$ cat config.mk
export PLATFORM = sky130hd
export DESIGN_NAME = mem_arbiter
export DESIGN_NICKNAME = d
export VERILOG_FILES = /design/src/rtl/mem_arb_pkg.sv /design/src/rtl/mem_arb_byte_asm.sv /design/src/rtl/mem_arbiter.sv
export SDC_FILE = /design/constraint.sdc
export NUM_CORES = 1
export LEC_CHECK = 0
export ABC_AREA = 0
export CAP_MARGIN = 0
export CORE_UTILIZATION = 49
export CTS_BUF_LIST = sky130_fd_sc_hd__clkbuf_4 sky130_fd_sc_hd__clkbuf_8
export DETAILED_ROUTE_END_ITERATION = 16
export GPL_ROUTABILITY_DRIVEN = 0
export PLACE_DENSITY = 0.91
export SYNTH_ARGS = -nofsm -noshare
export SYNTH_HDL_FRONTEND = slang
export SYNTH_SLANG_ARGS = --single-unit
export TNS_END_PERCENT = 20
$ cat constraint.sdc
create_clock -name clk -period 5.9 [get_ports clk]
set_input_delay 1.475 -clock clk [delete_from_list [all_inputs] [get_ports clk]]
set_output_delay 1.475 -clock clk [all_outputs]
set_load 0.1 [all_outputs]
$ cat src/rtl/mem_arb_pkg.sv
// rtl/mem_arb_pkg.sv - shared types, size encoding and defaults for the byte-wide RAM arbiter
package mem_arb_pkg;

  typedef enum logic [2:0] {
    ST_IDLE,
    ST_IF_RD,
    ST_MEM_RD,
    ST_MEM_WR,
    ST_DONE
  } state_t;

  localparam logic [1:0]  SZ_BYTE         = 2'b00;
  localparam logic [1:0]  SZ_HALF         = 2'b01;
  localparam logic [1:0]  SZ_WORD         = 2'b10;
  localparam logic [31:0] IO_BASE_DEFAULT = 32'h0003_0000;

  // The reserved 2'b11 encoding is treated as a word access.
  function automatic logic [2:0] size_bytes(input logic [1:0] size);
    case (size)
      SZ_BYTE: size_bytes = 3'd1;
      SZ_HALF: size_bytes = 3'd2;
      default: size_bytes = 3'd4;
    endcase
  endfunction

endpackage

$ cat src/rtl/mem_arb_byte_asm.sv
// rtl/mem_arb_byte_asm.sv - byte counter, address stepping, read assembly and write byte select
module mem_arb_byte_asm
  import mem_arb_pkg::*;
#(
  parameter int ADDR_W = 32
) (
  input  logic              clk,
  input  logic              rst,
  input  logic              start,
  input  logic              step,
  input  logic              capture,
  input  logic              hold,
  input  logic [ADDR_W-1:0] base_in,
  input  logic [31:0]       load_in,
  input  logic [7:0]        ram_din,
  output logic [2:0]        cnt,
  output logic [2:0]        idx,
  output logic [ADDR_W-1:0] addr,
  output logic [7:0]        wbyte,
  output logic [31:0]       data_nxt
);

  logic [2:0]        cnt_q, cnt_d;
  logic [ADDR_W-1:0] base_q, base_d;
  logic [31:0]       data_q, data_d;
  logic [1:0]        slot;

  // Byte arriving now belongs to the address issued one count earlier.
  assign slot = cnt_q[1:0] - 2'd1;

  always_comb begin
    cnt_d  = cnt_q;
    base_d = base_q;
    data_d = data_q;
    if (start) begin
      cnt_d  = 3'd0;
      base_d = base_in;
      data_d = load_in;
    end else if (step) begin
      cnt_d = cnt_q + 3'd1;
      if (capture && cnt_q != 3'd0) begin
        data_d[{slot, 3'b000} +: 8] = ram_din;
      end
    end
  end

  always_ff @(posedge clk) begin
    if (rst) begin
      cnt_q  <= 3'd0;
      base_q <= '0;
      data_q <= 32'h0;
    end else begin
      cnt_q  <= cnt_d;
      base_q <= base_d;
      data_q <= data_d;
    end
  end

  // While frozen, re-present the previous address so ram_din still holds the
  // byte that is owed on the first cycle after resuming.
  assign idx      = (hold && cnt_q != 3'd0) ? cnt_q - 3'd1 : cnt_q;
  assign addr     = base_q + {{(ADDR_W-3){1'b0}}, idx};
  assign cnt      = cnt_q;
  assign wbyte    = data_q[{cnt_q[1:0], 3'b000} +: 8];
  assign data_nxt = data_d;

endmodule

$ cat src/rtl/mem_arbiter.sv
// rtl/mem_arbiter.sv - IF/MEM arbiter onto a byte-wide RAM port; MEM_ARB_IO_STALL_EN holds IO stores while the IO buffer is full
module mem_arbiter
  import mem_arb_pkg::*;
#(
  parameter int          ADDR_W  = 32,
  parameter logic [31:0] IO_BASE = IO_BASE_DEFAULT
) (
  input  logic              clk,
  input  logic              rst,
  input  logic              rdy_in,
  input  logic              if_req,
  input  logic [ADDR_W-1:0] if_addr,
  input  logic              if_clear,
  output logic [31:0]       if_data,
  output logic              if_rdy,
  output logic              if_busy,
  input  logic              mem_req,
  input  logic              mem_we,
  input  logic [1:0]        mem_size,
  input  logic [ADDR_W-1:0] mem_addr,
  input  logic [31:0]       mem_wdata,
  output logic [31:0]       mem_rdata,
  output logic              mem_rdy,
  output logic              mem_busy,
  input  logic [7:0]        ram_din,
  output logic [7:0]        ram_dout,
  output logic [ADDR_W-1:0] ram_a,
  output logic              ram_wr,
  input  logic              io_buffer_full
);

  state_t            state_q, state_d;
  logic              fair_q, fair_d;
  logic              if_src_q, if_src_d;
  logic [2:0]        n_q, n_d;
  logic [31:0]       if_data_q, if_data_d;
  logic [31:0]       mem_rdata_q, mem_rdata_d;

  logic              start, step, capture;
  logic [ADDR_W-1:0] base_in, asm_addr;
  logic [31:0]       load_in, asm_nxt;
  logic [2:0]        cnt, idx;
  logic [7:0]        wbyte;
  logic              io_stall, mem_ok, if_ok, grant_mem, a_valid;

`ifdef MEM_ARB_IO_STALL_EN
  assign io_stall = mem_we && io_buffer_full && (mem_addr >= ADDR_W'(IO_BASE));
`else
  logic unused_io;
  assign unused_io = io_buffer_full ^ IO_BASE[0];
  assign io_stall  = 1'b0;
`endif

  assign mem_ok    = mem_req && !io_stall;
  assign if_ok     = if_req && !if_clear;
  assign grant_mem = mem_ok && (!if_ok || !fair_q);

  always_comb begin
    state_d     = state_q;
    fair_d      = fair_q;
    if_src_d    = if_src_q;
    n_d         = n_q;
    if_data_d   = if_data_q;
    mem_rdata_d = mem_rdata_q;
    start       = 1'b0;
    step        = 1'b0;
    capture     = 1'b0;
    base_in     = mem_addr;
    load_in     = 32'h0;
    if (rdy_in) begin
      unique case (state_q)
        ST_IDLE: begin
          if (grant_mem) begin
            start    = 1'b1;
            load_in  = mem_we ? mem_wdata : 32'h0;
            n_d      = size_bytes(mem_size);
            state_d  = mem_we ? ST_MEM_WR : ST_MEM_RD;
            fair_d   = 1'b1;
            if_src_d = 1'b0;
          end else if (if_ok) begin
            start    = 1'b1;
            base_in  = if_addr;
            n_d      = 3'd4;
            state_d  = ST_IF_RD;
            fair_d   = 1'b0;
            if_src_d = 1'b1;
          end
        end
        ST_IF_RD: begin
          if (if_clear) begin
            state_d = ST_IDLE;
          end else begin
            step    = 1'b1;
            capture = 1'b1;
            if (cnt == n_q) begin
              state_d   = ST_DONE;
              if_data_d = asm_nxt;
            end
          end
        end
        ST_MEM_RD: begin
          step    = 1'b1;
          capture = 1'b1;
          if (cnt == n_q) begin
            state_d     = ST_DONE;
            mem_rdata_d = asm_nxt;
          end
        end
        ST_MEM_WR: begin
          step = 1'b1;
          if (cnt == n_q - 3'd1) state_d = ST_DONE;
        end
        default: state_d = ST_IDLE;
      endcase
    end
  end

  always_ff @(posedge clk) begin
    if (rst) begin
      state_q     <= ST_IDLE;
      fair_q      <= 1'b0;
      if_src_q    <= 1'b0;
      n_q         <= 3'd0;
      if_data_q   <= 32'h0;
      mem_rdata_q <= 32'h0;
    end else begin
      state_q     <= state_d;
      fair_q      <= fair_d;
      if_src_q    <= if_src_d;
      n_q         <= n_d;
      if_data_q   <= if_data_d;
      mem_rdata_q <= mem_rdata_d;
    end
  end

  mem_arb_byte_asm #(.ADDR_W(ADDR_W)) u_byte_asm (
    .clk      (clk),
    .rst      (rst),
    .start    (start),
    .step     (step),
    .capture  (capture),
    .hold     (!rdy_in),
    .base_in  (base_in),
    .load_in  (load_in),
    .ram_din  (ram_din),
    .cnt      (cnt),
    .idx      (idx),
    .addr     (asm_addr),
    .wbyte    (wbyte),
    .data_nxt (asm_nxt)
  );

  // Reads spend one extra cycle collecting the last byte with no address issued.
  assign a_valid   = ((state_q == ST_IF_RD || state_q == ST_MEM_RD) && idx < n_q)
                   || state_q == ST_MEM_WR;
  assign ram_a     = a_valid ? asm_addr : '0;
  assign ram_wr    = (state_q == ST_MEM_WR) && rdy_in;
  assign ram_dout  = (state_q == ST_MEM_WR) ? wbyte : 8'h00;
  assign if_data   = if_data_q;
  assign mem_rdata = mem_rdata_q;
  assign if_rdy    = (state_q == ST_DONE) && if_src_q && rdy_in;
  assign mem_rdy   = (state_q == ST_DONE) && !if_src_q && rdy_in;
  assign if_busy   = (state_q == ST_IF_RD) || (state_q == ST_DONE && if_src_q);
  assign mem_busy  = (state_q == ST_MEM_RD) || (state_q == ST_MEM_WR)
                   || (state_q == ST_DONE && !if_src_q);

endmodule

## Word-level counts from Yosys, hierarchy flattened

Index checks and enable logic that the tools add are counted.

| word-level totals | value |
|---|---|
| input port bits | 114 |
| word-level logic and storage cells | 98 |
| register bits after elaboration | 139 |
| output and inout port bits | 109 |

| cells by class | value |
|---|---|
| magnitude comparators | 1 |
| shifts and indexed selects | 3 |
| reductions and logical operators | 31 |
| bitwise gates (word level) | 1 |
| equality and inequality tests | 9 |
| add/sub/neg operators | 6 |
| mux-type cells | 38 |

Operators by type and width:

| operator | number |
|---|---|
| $mux 32 | 12 |
| $add 32x3->32 | 1 |
| $bwmux 32 | 1 |
| $shift 8x7->32 const A | 1 |
| $shiftx 32x6->8 | 1 |
| $shiftx 8x7->32 | 1 |
| $mux 3 | 8 |
| $mux 1 | 12 |
| $pmux 3 s4 | 1 |
| $logic_and 1x1->1 | 10 |
| $reduce_and 3->1 | 3 |
| $mux 8 | 1 |
| $neg 5->7 | 1 |
| $eq 3x2->1 const B | 2 |
| $eq 3x3->1 | 2 |
| $logic_or 1x1->1 | 6 |
| $pmux 3 s2 | 1 |
| $sub 3x1->3 const B | 2 |
| $logic_not 1->1 | 5 |
| $pmux 1 s2 | 2 |
| $reduce_and 4->1 | 1 |
| $reduce_or 2->1 | 2 |
| $add 3x1->3 const B | 1 |
| $eq 3x1->1 const B | 1 |
| other kinds (11) | 11 |

## Logic depth before layout (Yosys ltp)

Gate-level depths: netlist of run 1.

| logic depth | value |
|---|---|
| word-level depth | 9 |
| depth in mapped cells | 13 |
| gate-level depth less buffers | 12 |

## Modules after synthesis

Synthesis of run 1 repeated with hierarchy kept, for this count alone.

| unflattened totals | value |
|---|---|
| cells, all modules | 1005 |
| area, all modules | 8159.1 um2 |

By module, submodules not included:

| module | area each (um2) | sequential area each (um2) | times used | cells each |
|---|---|---|---|---|
| mem_arb_byte_asm | 4191.5 | 1341.3 | 1 | 517 |
| mem_arbiter | 3967.6 | 1441.4 | 1 | 488 |

## Worst setup path after synthesis of run 1

Ideal clock, no wire load.

| path | value |
|---|---|
| path type | input -> output |
| from | in rdy_in |
| to | out ram_a[3] |
| required time | 4.425 ns |
| arrival | 5.186 ns |
| path buffers | 2 |
| slack | -0.761 ns |
| stages | 10 |
| cells stage by stage | buf_2 nor2_1 nor2_1 a21oi_1 ha_1 o21ai_0 a41oi_1 o41a_1 clkbuf_1 nor3_1 |

| on the way | value |
|---|---|
| cells in the longest elaborated chain, start to end | 7 |
| elaborated cells on any way between the ends | 8 |
| those cells by class | add/sub: 1; order compare: 1; mux: 2; reduce/logical: 4 |

RTL lines:

| what | RTL line | source |
|---|---|---|
| from (decl) | mem_arbiter.sv:10 | `input logic rdy_in,` |
| $logic_not 1->1 * | mem_arbiter.sv:142 | `.hold (!rdy_in),` |
| $logic_and 1x1->1 * | mem_arb_byte_asm.sv:61 | `assign idx = (hold && cnt_q != 3'd0) ? cnt_q - 3'd1 : cnt_q;` |
| $mux 3 * | mem_arb_byte_asm.sv:61 |  |
| branches (longest 3 deep; another with $add 32x3->32) | -- |  |
| $mux 32 * | mem_arbiter.sv:156 | `assign ram_a = a_valid ? asm_addr : '0;` |
| to (decl) | mem_arbiter.sv:27 | `output logic [ADDR_W-1:0] ram_a,` |

Mark *: on every way between the ends.

## Worst setup path in the final report of run 1

| path | value |
|---|---|
| from | in rdy_in |
| to | out ram_a[28] |

The elaborated chain is that of the path after synthesis.

==> results of run 1 <==
==> flip-flops by register name, summed over array words and instances (netlist names) <==
signal / cells
state_q: 3
fair_q: 1
u_byte_asm.data_q: 32
n_q: 3
u_byte_asm.cnt: 3
if_src_q: 1
if_data: 32
u_byte_asm.base_q: 32
mem_rdata: 32
==> per-stage QoR <==
stage / instance area [um2] / total power, mW
CTS: 10100 / 2.54
finish: 10200 / 2.54
global placement: 9740 / 1.78
detailed placement: 9740 / 1.80
global route: 10200 / 2.64
floorplan: 7210 / 1.57
==> per-layer routing <==
layer  global-route usage [%]  share of wire [%]
met5                        0                  0
met4                     16.1                4.5
met3                     7.80                7.5
met2                     45.8                 48
met1                     34.8                 40
==> cell families after synthesis <==
| group | Yosys count | synth area share, % |
|---|---|---|
| AND/OR/NAND/NOR | 316 | 21.3 |
| adder cells (fa/ha/maj) | 14 | 2.54 |
| XOR/XNOR | 33 | 4.02 |
| flip-flops | 139 | 38.7 |
| multiplexers | 42 | 7.23 |
| buffers and inverters | 77 | 4.94 |
| AO/OA/AOI/OAI | 205 | 21.3 |
==> cell usage after synthesis, drive strengths merged (2+ instances only) <==
cell type,count
a211oi,101
a21boi,2
a21oi,45
a31oi,32
and2,2
and2b,2
and3,13
buf,33
clkbuf,33
dfxtp,139
ha,13
inv,11
mux2i,34
mux4,8
nand2,49
nand2b,15
nand3,13
nand3b,4
nand4,10
nor2,140
nor2b,15
nor3,14
nor3b,2
nor4,26
nor4b,2
o2111ai,4
o21ai,10
o31ai,2
or2,2
or3,6
xnor2,8
xor2,25
==> power by group through the flow <==
stage | clock network [mW] | logic, mW | registers (mW)
floorplan | 0 | 0.345 | 1.23
global placement | 0 | 0.709 | 1.07
detailed placement | 0 | 0.723 | 1.08
CTS | 0.758 | 0.728 | 1.05
global route | 0.802 | 0.770 | 1.06
finish | 0.749 | 0.731 | 1.06
==> critical path: cells and delay by family <==
family                     cells  cell delay (ps)
buffers and inverters          3              600
AOI/OAI and AO/OA              2              460
xor gates and xnor gates       1              180
adders and majority gates      1              340
and+or+nand+nor                5              910
==> layout make-up <==
class | instances | area, um2 | share of cell area [%]
Clock buffer | 20 | 269 | 2.65
Tap cell | 180 | 225 | 2.22
Clock inverter | 12 | 113 | 1.11
Inverter | 11 | 41.3 | 0.407
Timing Repair Buffer | 234 | 2620 | 25.8
Multi-Input combinational cell | 610 | 4100 | 40.4
Sequential cell | 139 | 2780 | 27.4
==> timing repair <==
item	4_1_cts	5_1_grt
setup endpoints to repair	0	18
hold endpoints to repair	0	0
resized for setup	0	8
==> final timing paths <==
| check | start | end | slack, ps | cells past startpoint |
|---|---|---|---|---|
| setup reg to reg | state_q[1]$_SDFFE_PP0P_ | u_byte_asm.base_q[3]$_SDFFE_PP0P_ | 3170 | 5 |
| hold / removal | fair_q$_SDFFE_PP0P_ | fair_q$_SDFFE_PP0P_ | 470 | 2 |
| hold reg to reg | fair_q$_SDFFE_PP0P_ | fair_q$_SDFFE_PP0P_ | 470 | 2 |
| setup / recovery | rdy_in | ram_a[28] | 450 | 12 |
==> placed cells by master, fill, tap and decap left out, types with 3 or more instances in the layout <==
cell type,synthesis,final
a211oi_1,73,72
a211oi_2,28,29
a21oi_1,45,43
a31oi_1,32,32
and3_1,13,13
buf_12,0,32
buf_4,3,17
clkbuf_8,0,19
clkdlybuf4s50_1,0,184
clkinv_2,0,3
dfxtp_1,139,139
ha_1,13,13
inv_1,11,10
inv_6,0,4
mux2i_1,34,34
mux4_2,8,8
nand2_1,49,49
nand2b_1,15,15
nand3_1,13,13
nand3b_1,4,4
nand4_1,10,10
nor2_1,140,140
nor2b_1,15,15
nor3_1,14,13
nor4_1,24,24
o2111ai_2,3,3
o21ai_0,9,8
or3_1,5,4
xnor2_1,8,8
xor2_1,25,25
==> impl_results.md, run 1 <==
- Drc violations: 0
- Mapped Nets: 954
- CP endpoint kind: primary output
- DRT iter0 DRCs: 686
- All-layer global routing usage: 28.7%
- CTS Buf Count: 17
- Grt ovf: 0
- TritonCTS clock tree: done
- Maxcap violations: 0
- Die W: 123 um
- Seq/Total Area, Yosys: 38.7%
- Die height: 123 um
- Initial antenna violation count: 0
- RSZ-0062 raised after global routing: no
- Cells after DPL: 1174
- # fillers: 999
- Vias in the first global route: 6506
- First-pass GRT wire length: 33400 um
- Min Clock Period, post-route: 5450 ps
- CP Data Required Time: 4430 ps
- Hpwl dp: 15800 um
- Critical path cell sequence: dlymetal6s2s_1 -> nor2_1 -> nor2_1 -> a21oi_1 -> fa_1 -> a21oi_1 -> nor4b_2 -> buf_4 -> nand4_1 -> xor2_1 -> nor2_1 -> buf_12
- Sequential share of power: 41.6%
- Final Hold Slack: 466 ps
- Synth top area share: 38.7%
- Synthesis Warnings: 0
- Worst Hold Class: reg2reg
- Arrival @ worst endpoint: 3970 ps
- Post-CTS Setup Inserts: 0
- Max frequency: 184 MHz
- Pin count of the biggest net entering global routing: 86
- Max IR drop VDD: 0.289 mV
- TNS Setup: 0 ps
- Pre-antenna DRT Iters: 8
- Largest area contributor in the netlist: dfxtp_1
- FF+latch count, synth: 139
- Post-synthesis async set-or-reset flop share: 0%
- Worst Setup Path Type: in2out
- Avg Inst Size Synth: 8.71 um2
- NumNets Final: 1141
- Static Leak: 3.59 nW
- Final Skew: 10.7 ps
- Top cells by area, synth: dfxtp_1 (39%), a211oi_1 (7.6%), nor2_1 (7.3%)
- Slowest CP cell: fa_1
- Pint: 1.61 mW
- Final slew viol count: 0
- Clk network pwr share: 29.5%
- Starting Density: 51.1%
- Final wirelength: 22000 um
- Ant. Diodes: 0
- Power density over the cells: 250 nW/um2
- DR vias/cell: 5.88
- Netlist cell types: 55
- Clock transition at path regs: 80 ps
- Port bufs: 221
- Syn-to-layout area delta: 41.1%
- Main synth FF type: dfxtp_1
- H-tree Lvls: 4
- CP peak stage delay: 340 ps
- Synth Instances: 826
- Final worst setup slack: 454 ps
- Sw Share: 36.5%
- Core Util, Final: 72.0%
- Clock Tree Root: clkbuf_8
- Dpl ws: 68.4 ps
- WL/cell: 18.2 um
- Crit-path max FO: 6
- Core area: 14100 um2
- Netlist Area Pre-Place: 7200 um2
- IO Count: 223
- Clock latency on the worst-skew pair: 450 ps
- CP startpoint kind: input pin
- Layout cells sized above 1: 13.5%
- Comb power frac: 28.8%
- Vias: 7097
- Post-route insts no fill: 1206
- Site Rows: 43
- Crit path top cell by count: nor2_1
- Part of the cycle the worst path needs: 92.3%
- Hold Vio Cnt, Final: 0
- Sink Count: 139
- Antenna Nets Post-Route: 0
- P_sw: 925 uW
- Status: finished, final reports clean
- Die area: 15200 um2
- Rel. slew slack: 14.5%
- Maximum clock path buffer count: 2
- Setup violators final: 0
- Post-CTS Hold Buffers: 0
- Worst-Margin Slew: 1280 ps
- Post-synth EDFFs: 0
No activity file was read; power rests on OpenSTA's default activity.
==> inputs of run 2 (changes only) <==
- CORE_UTILIZATION: 49 -> 30
- PLACE_DENSITY: 0.91 -> 0.64
==> run 2 against run 1 <==
  * Die area rose by 62%
  * Sequential cell count did not move
  * Wire length rose by 3.2%
  * Largest power group unchanged
  * Cell count rose by 12%
  * Final area rose by 2.0%
  * Combinational power barely moved
  * Sequential share of layout area fell by 0.54 points
  * Clock skew rose by 1.3 ps
  * Clock power fell by 2%
==> impl_results.md, run 2 (synthesis gave the netlist of run 1 again) <==
- WL/cell: 16.8 um (-7.9%)
- Crit-path max FO: 7 (+1)
- Worst r2r path cells: 5 (unchanged)
- Critical path origin: rdy_in
- Die height: 157 um (+27%)
- DR vias/cell: 4.98 (-15%)
- CP Depth: 11 (-1)
- Most frequent cells in the layout: clkdlybuf4s50_1 (185), nor2_1 (139), dfxtp_1 (139)
- Part of the cycle the worst path needs: 96.7% (+4.4 points)
- Vias: 6731 (-5.2%)
- Syn-to-layout area delta: 43.9%
- CP Data Required Time: 4430 ps (about the same)
- Layout cells sized above 1: 14.2% (+0.68 points)
- Status: finished, final reports clean
- Start of the worst register-to-register path: state_q[1]$_SDFFE_PP0P_
- Final wirelength: 22700 um (+3.2%)
- Static Leak: 3.60 nW (+0.27%)
- Clock latency on the worst-skew pair: 450 ps (about the same)
- CTS Buf Count: 17 (unchanged)
- Maxcap violations: 0 (unchanged)
- R2r endpoint: u_byte_asm.base_q[9]$_SDFFE_PP0P_
- All-layer global routing usage: 18.5% (-10 points)
- Crit path capture: ram_a[31]
- CP peak stage delay: 530 ps (+190 ps)
- Max frequency: 175 MHz (-4.5%)
- R2R setup slack: 3220 ps (+50 ps)
- Core area: 23500 um2 (+67%)
- Final slew viol count: 0 (unchanged)
- Vias in the first global route: 6323 (-2.8%)
- # fillers: 2307 (+130%)
- Initial antenna violation count: 1 (+1)
- IO Count: 223 (unchanged)
- Setup violators final: 0 (unchanged)
- Rel. slew slack: 21.1% (+6.5 points)
- CP startpoint kind: input pin
- Slowest CP cell: clkdlybuf4s50_1
- Hold Vio Cnt, Final: 0 (unchanged)
- Die W: 157 um (+27%)
- Drc violations: 0 (unchanged)
- Power density over the cells: 243 nW/um2 (-2.6%)
- TritonCTS clock tree: done
- Final Skew: 12.1 ps (+1.34 ps)
- Pin count of the biggest net entering global routing: 66 (-23%)
- Cells after DPL: 1320 (+12%)
- DRT iter0 DRCs: 457 (-33%)
- Core Util, Final: 44.1% (-28 points)
- Site Rows: 56 (+30%)
- Grt ovf: 0 (unchanged)
- Dpl ws: 81.4 ps (+13.0 ps)
- Arrival @ worst endpoint: 4230 ps (+260 ps)
- Post-route insts no fill: 1352 (+12%)
- Max IR drop VDD: 0.133 mV (-54%)
- Worst-Margin Slew: 1180 ps (-98.2 ps)
- H-tree Lvls: 4 (unchanged)
- First-pass GRT wire length: 35100 um (+5.1%)
- Critical path cell sequence: clkdlybuf4s50_1 -> inv_2 -> a21boi_0 -> a31o_2 -> ha_1 -> o21ai_0 -> nor2_1 -> nand3b_1 -> or3_1 -> a21oi_2 -> buf_12
- Commonest non-fill, non-tap cell in the layout: clkdlybuf4s50_1
- Crit path max-delay family: buffers and inverters
- Die area: 24600 um2 (+62%)
- Antenna Nets Post-Route: 0 (unchanged)
- CP endpoint kind: primary output
- Clock transition at path regs: 80 ps (about the same)
- Sink Count: 139 (unchanged)
- Ant. Diodes: 0 (unchanged)
- Clock Tree Root: clkbuf_8
- Maximum clock path buffer count: 2 (unchanged)
- Min Clock Period, post-route: 5710 ps (+260 ps)
- Port bufs: 221 (unchanged)
- Final Hold Slack: 463 ps (-3.85 ps)
- Pre-antenna DRT Iters: 4 (-4)
- Final worst setup slack: 194 ps (-260 ps)
- NumNets Final: 1148 (+0.61%)
- Worst Hold Class: reg2reg
- TNS Setup: 0 ps (unchanged)
- Worst Setup Path Type: in2out
- RSZ-0062 raised after global routing: no
- Hpwl dp: 16700 um (+5.5%)
- CP bufs+invs: 3 (unchanged)
- Starting Density: 30.7% (-20 points)
[run 2: cell types whose count changed in the layout (fill, tap and decap cells not counted), sizes merged, moves of 2 or more]
| cell | change |
|---|---|
| inv | +5 |
| buf | +7 |
| clkbuf | -3 |
| clkinv | -2 |
[run 2: layout make-up]
| cell class | count | area, um2 | share of cell area [%] |
|---|---|---|---|
| Clock buffer | 17 | 234 | 2.26 |
| Multi-Input combinational cell | 610 | 4100 | 39.6 |
| Inverter | 11 | 41.3 | 0.399 |
| Sequential cell | 139 | 2780 | 26.9 |
| Clock inverter | 15 | 130 | 1.26 |
| Timing Repair Buffer | 241 | 2670 | 25.8 |
| Tap cell | 319 | 399 | 3.85 |
[run 2: power breakdown]
part,switching (mW),internal [mW],total (mW),leakage (nW)
sequential,0.0560,0.999,1.05,1.13
combinational,0.480,0.251,0.732,2.29
clock,0.429,0.307,0.735,0.181
[run 2: how the worst min path moves through the flow]
stage / cells past startpoint / from / slack [ps] / to
floorplan: 2 / fair_q$_SDFFE_PP0P_ / 440 / fair_q$_SDFFE_PP0P_
global placement: 2 / fair_q$_SDFFE_PP0P_ / 450 / fair_q$_SDFFE_PP0P_
detailed placement: 2 / fair_q$_SDFFE_PP0P_ / 450 / fair_q$_SDFFE_PP0P_
CTS: 2 / fair_q$_SDFFE_PP0P_ / 470 / fair_q$_SDFFE_PP0P_
global route: 2 / fair_q$_SDFFE_PP0P_ / 490 / fair_q$_SDFFE_PP0P_
finish: 2 / fair_q$_SDFFE_PP0P_ / 460 / fair_q$_SDFFE_PP0P_
[run 2: timing repair]
action                     in CTS  in global routing
hold buffers                    0                  0
setup endpoints to repair       0                  8
buffers inserted                0                  0
resized for setup               0                  7
[run 2: routing by layer]
metal,share of wire (%),vias to the layer above,GRT usage (%)
li1,-,3387,-
met1,44,3130,23.2
met2,47,196,29.8
met3,7.6,18,6.17
met4,1.3,0,5.28
met5,0,-,0
[run 2: worst min-delay path: cells and delay by family (launching register included)]
family | cells | cell delay [ps]
flops | 1 | 320
compound gates | 1 | 50
simple gates | 1 | 50
[run 2: through the flow]
stage	area (um2)	power [mW]
floorplan	7210	1.57
global placement	9970	1.80
detailed placement	9970	1.81
CTS	10300	2.55
global route	10400	2.65
finish	10400	2.52
==> inputs of run 3 (changes only) <==
- CAP_MARGIN: 0 -> 20
==> run 3 against run 2 <==
  * Non-clock buffer count increased by 1
  * First-iteration DRC count decreased by 4.6%
  * Combinational power about the same
  * Sequential power about the same
  * Largest cell class unchanged
  * Via count decreased by 0.16%
  * Sequential cell count unchanged
==> impl_results.md, run 3 (synthesis gave the netlist of run 1 again) <==
- CP startpoint kind: input pin
- Clock Tree Root: clkbuf_8
- Commonest non-fill, non-tap cell in the layout: clkdlybuf4s50_1
- Clock transition at path regs: 80 ps (about the same)
- Power density over the cells: 243 nW/um2 (about the same)
- Most frequent cells in the layout: clkdlybuf4s50_1 (185), nor2_1 (139), dfxtp_1 (139)
- Min Clock Period, post-route: 5720 ps (+11.0 ps)
- CP Data Required Time: 4430 ps (about the same)
- TritonCTS clock tree: done
- Final worst setup slack: 183 ps (-11.0 ps)
- Arrival @ worst endpoint: 4240 ps (about the same)
- Worst-Margin Slew: 1090 ps (-96.8 ps)
- Max frequency: 175 MHz (-0.19%)
- Status: finished, final reports clean
- WHS Path Cells: 2 (unchanged)
- Pin count of the biggest net entering global routing: 66 (unchanged)
- DR vias/cell: 4.97 (-0.24%)
- Ant. Diodes: 0 (unchanged)
- RSZ-0062 raised after global routing: no
- WL/cell: 16.8 um (about the same)
- Dpl ws: 81.4 ps (unchanged)
- Initial antenna violation count: 1 (unchanged)
- Crit-path max FO: 7 (unchanged)
- DRT iter0 DRCs: 436 (-4.6%)
- Clock latency on the worst-skew pair: 450 ps (about the same)
- Core area: 23500 um2 (unchanged)
- Port bufs: 221 (unchanged)
- Final slew viol count: 0 (unchanged)
- Rel. slew slack: 27.3% (+6.2 points)
- Post-CTS Setup Inserts: 0 (unchanged)
- Part of the cycle the worst path needs: 96.9% (+0.19 points)
- Site Rows: 56 (unchanged)
- Worst Setup Path Type: in2out
- Starting Density: 30.7% (unchanged)
- Syn-to-layout area delta: 44.1%
- IO Count: 223 (unchanged)
- Static Leak: 3.61 nW (+0.21%)
- Drc violations: 0 (unchanged)
- Die height: 157 um (unchanged)
- Vias in the first global route: 6323 (unchanged)
- Hpwl dp: 16700 um (unchanged)
- Post-CTS Hold Buffers: 0 (unchanged)
- Grt ovf: 0 (unchanged)
- CP endpoint kind: primary output
- Final Skew: 13.7 ps (+1.67 ps)
- Die area: 24600 um2 (unchanged)
- Worst Hold Class: reg2reg
- # fillers: 2305 (-0.087%)
- CTS Buf Count: 17 (unchanged)
- Die W: 157 um (unchanged)
- NumNets Final: 1149 (+0.087%)
- Vias: 6720 (-0.16%)
- Sink Count: 139 (unchanged)
- Hold Vio Cnt, Final: 0 (unchanged)
- Antenna Nets Post-Route: 0 (unchanged)
- TNS Setup: 0 ps (unchanged)
- Pre-antenna DRT Iters: 5 (+1)
- Max IR drop VDD: 0.133 mV (-0.15%)
- Maxcap violations: 0 (unchanged)
- Worst r2r path cells: 5 (unchanged)
- Layout cells sized above 1: 14.3% (+0.083 points)
- H-tree Lvls: 4 (unchanged)
- Final wirelength: 22700 um (about the same)
- Maximum clock path buffer count: 2 (unchanged)
- All-layer global routing usage: 18.5% (unchanged)
- First-pass GRT wire length: 35100 um (unchanged)
- Post-CTS Resized: 0 (unchanged)
- Setup violators final: 0 (unchanged)
## run 3: per-stage QoR
step / hold slack, ps / power (mW) / utilization (%) / area [um2] / std cells
3_5_place_dp: 453 / 1.81 / 42.5 / 9970 / 1320
3_3_place_gp: 451 / 1.80 / 42.5 / 9970 / 1320
2_1_floorplan: 436 / 1.57 / - / 7210 / 826
5_1_grt: 489 / 2.65 / 44.2 / 10400 / 1353
6_report: 463 / 2.52 / 44.2 / 10400 / 1353
4_1_cts: 465 / 2.55 / 44.0 / 10300 / 1352
## run 3: area by class of cell
cell class / instances / area (um2) / share of cell area [%]
Multi-Input combinational cell: 610 / 4100 / 39.5
Sequential cell: 139 / 2780 / 26.8
Timing Repair Buffer: 242 / 2690 / 25.9
Tap cell: 319 / 399 / 3.85
Clock buffer: 17 / 234 / 2.26
Clock inverter: 15 / 130 / 1.25
Inverter: 11 / 41.3 / 0.398
## run 3: where the power goes
group          internal, mW  leakage [nW]  switching, mW  total (mW)
clock                 0.307         0.181          0.429       0.736
sequential            0.999          1.13         0.0561        1.05
combinational         0.253          2.30          0.480       0.733
## run 3: critical path: stages
cell	delay, ps
clkdlybuf4s50_1	530
inv_2	150
a21boi_0	90
a31o_2	240
ha_1	360
o21ai_0	140
nor2_1	160
nand3b_1	250
or3_1	440
a21oi_2	200
buf_12	190
## run 3: final timing paths
| check | start | to | slack (ps) |
|---|---|---|---|
| hold / removal | fair_q$_SDFFE_PP0P_ | fair_q$_SDFFE_PP0P_ | 460 |
| hold reg to reg | fair_q$_SDFFE_PP0P_ | fair_q$_SDFFE_PP0P_ | 460 |
| setup / recovery | rdy_in | ram_a[31] | 180 |
| setup reg to reg | state_q[1]$_SDFFE_PP0P_ | u_byte_asm.base_q[9]$_SDFFE_PP0P_ | 3220 |
## run 3: metal layers
metal  vias up  part of all wire (%)  GRT usage (%)
li1       3385                     -              -
met1      3119                    44           23.2
met2       197                    47           29.8
met3        19                   7.7           6.17
met4         0                   1.4           5.28
met5         -                     0              0
==> patch (settings of run 3) <==
`if_data_q` and `mem_rdata_q` no longer have a reset.
--- a/src/rtl/mem_arbiter.sv
+++ b/src/rtl/mem_arbiter.sv
@@ -121,16 +121,17 @@
       fair_q      <= 1'b0;
       if_src_q    <= 1'b0;
       n_q         <= 3'd0;
-      if_data_q   <= 32'h0;
-      mem_rdata_q <= 32'h0;
     end else begin
       state_q     <= state_d;
       fair_q      <= fair_d;
       if_src_q    <= if_src_d;
       n_q         <= n_d;
-      if_data_q   <= if_data_d;
-      mem_rdata_q <= mem_rdata_d;
     end
+  end
+
+  always_ff @(posedge clk) begin
+    if_data_q   <= if_data_d;
+    mem_rdata_q <= mem_rdata_d;
   end
 
   mem_arb_byte_asm #(.ADDR_W(ADDR_W)) u_byte_asm (
Function: not settled (the Yosys comparison gave no result); the edit may change what the design does.
==> patch against run 3 <==
Via count decreased by 4.3%. First-iteration DRC count decreased by 7.3%. Power fell by 0.45%. Sequential cell count unchanged. Sequential power grew 6%. Wire length fell by 1.6%. Critical path depth decreased by 1. Global-route usage up 0.13 points. Design area increased by 0.13%. Area after synthesis shrank 0.83%. Worst setup slack got worse by 62 ps.
==> patch: results (changes against run 3) <==
| Metric | Value |
|---|---|
| Place WS | 29.24 ps (was 81.36 ps) |
| DP Cell Count | 1235 (was 1320) |
| Post-synth net total | 857 (was 954) |
| Vias in the first global route | 6064 (was 6323) |
| Worst path max stage delay | 560 ps (was 530 ps) |
| Multi-input combinational cell area | 3415 sq um (was 4098 sq um) |
| Static leakage | 3.898 nW (was 3.608 nW) |
| DR vias/cell | 5.072 (was 4.967) |
| Worst flop-to-flop path endpoint | u_byte_asm.data_q[3]$_SDFF_PP0_ (was u_byte_asm.base_q[9]$_SDFFE_PP0P_) |
| Register area | 3423 sq um (was 2783 sq um) |
| VDD IR max | 0.0001272 V (was 0.0001331 V) |
| DR vias | 6431 (was 6720) |
| Register-to-register setup slack | 3170 ps (was 3220 ps) |
| Cell variety after synth | 56 (was 55) |
| Met2 Track Usage GR | 0.2989 (was 0.2982) |
| Layout cells sized above 1 | 0.1117 (was 0.1431) |
| WL final | 22360 um (was 22730 um) |
| Non-clk buf share | 0.2525 (was 0.2591) |
| Met3 wire len | 2009 um (was 1760 um) |
| Worst Path Arrival | 4300 ps (was 4240 ps) |
| Period utilization | 0.9795 (was 0.9689) |
| Status | finished clean (unchanged) |
| Post-DP HPWL | 16110 um (was 16710 um) |
| Post-synthesis mux area share | 0.02805 (was 0.07231) |
| Initial DRC count | 404 (was 436) |
| #MultiIn Comb | 512 (was 610) |
| Fillers | 2254 (was 2305) |
| GRT met3 Usage | 0.05982 (was 0.06167) |
| M1 GR Usage | 0.2385 (was 0.2322) |
## patch: cell count changes after synthesis, moves of 31 or more
cell             run 3  this run
dfxtp_1            139        75
nand2_1             49        97
a31oi_1             32         0
a311oi_1             1        32
mux2i_1             34         2
edfxtp_1             0        64
a211oi_1            73         3
nor2_1             140        86
## patch: report_power, final
group	leakage (nW)	switching, W	internal [W]
clock network	0.203	0.000437	0.000392
logic	2.46	0.000360	0.000215
registers	1.23	0.0000478	0.00106
total	3.90	0.000844	0.00167
## patch: per-stage QoR
step / setup TNS (ps) / util / hold WS [ps] / power (W) / area (sq um)
final: 0 / 0.4438 / 499.4 / 0.002513 / 10390
after global routing: -6.250 / 0.4438 / 535.2 / 0.002632 / 10390
after CTS: 0 / 0.4430 / 501.3 / 0.002538 / 10370
after detailed placement: 0 / 0.4254 / 480.0 / 0.001705 / 9956
after global placement: 0 / 0.4254 / 466.4 / 0.001699 / 9956
after floorplan: -912.9 / - / 451.1 / 0.001489 / 7146
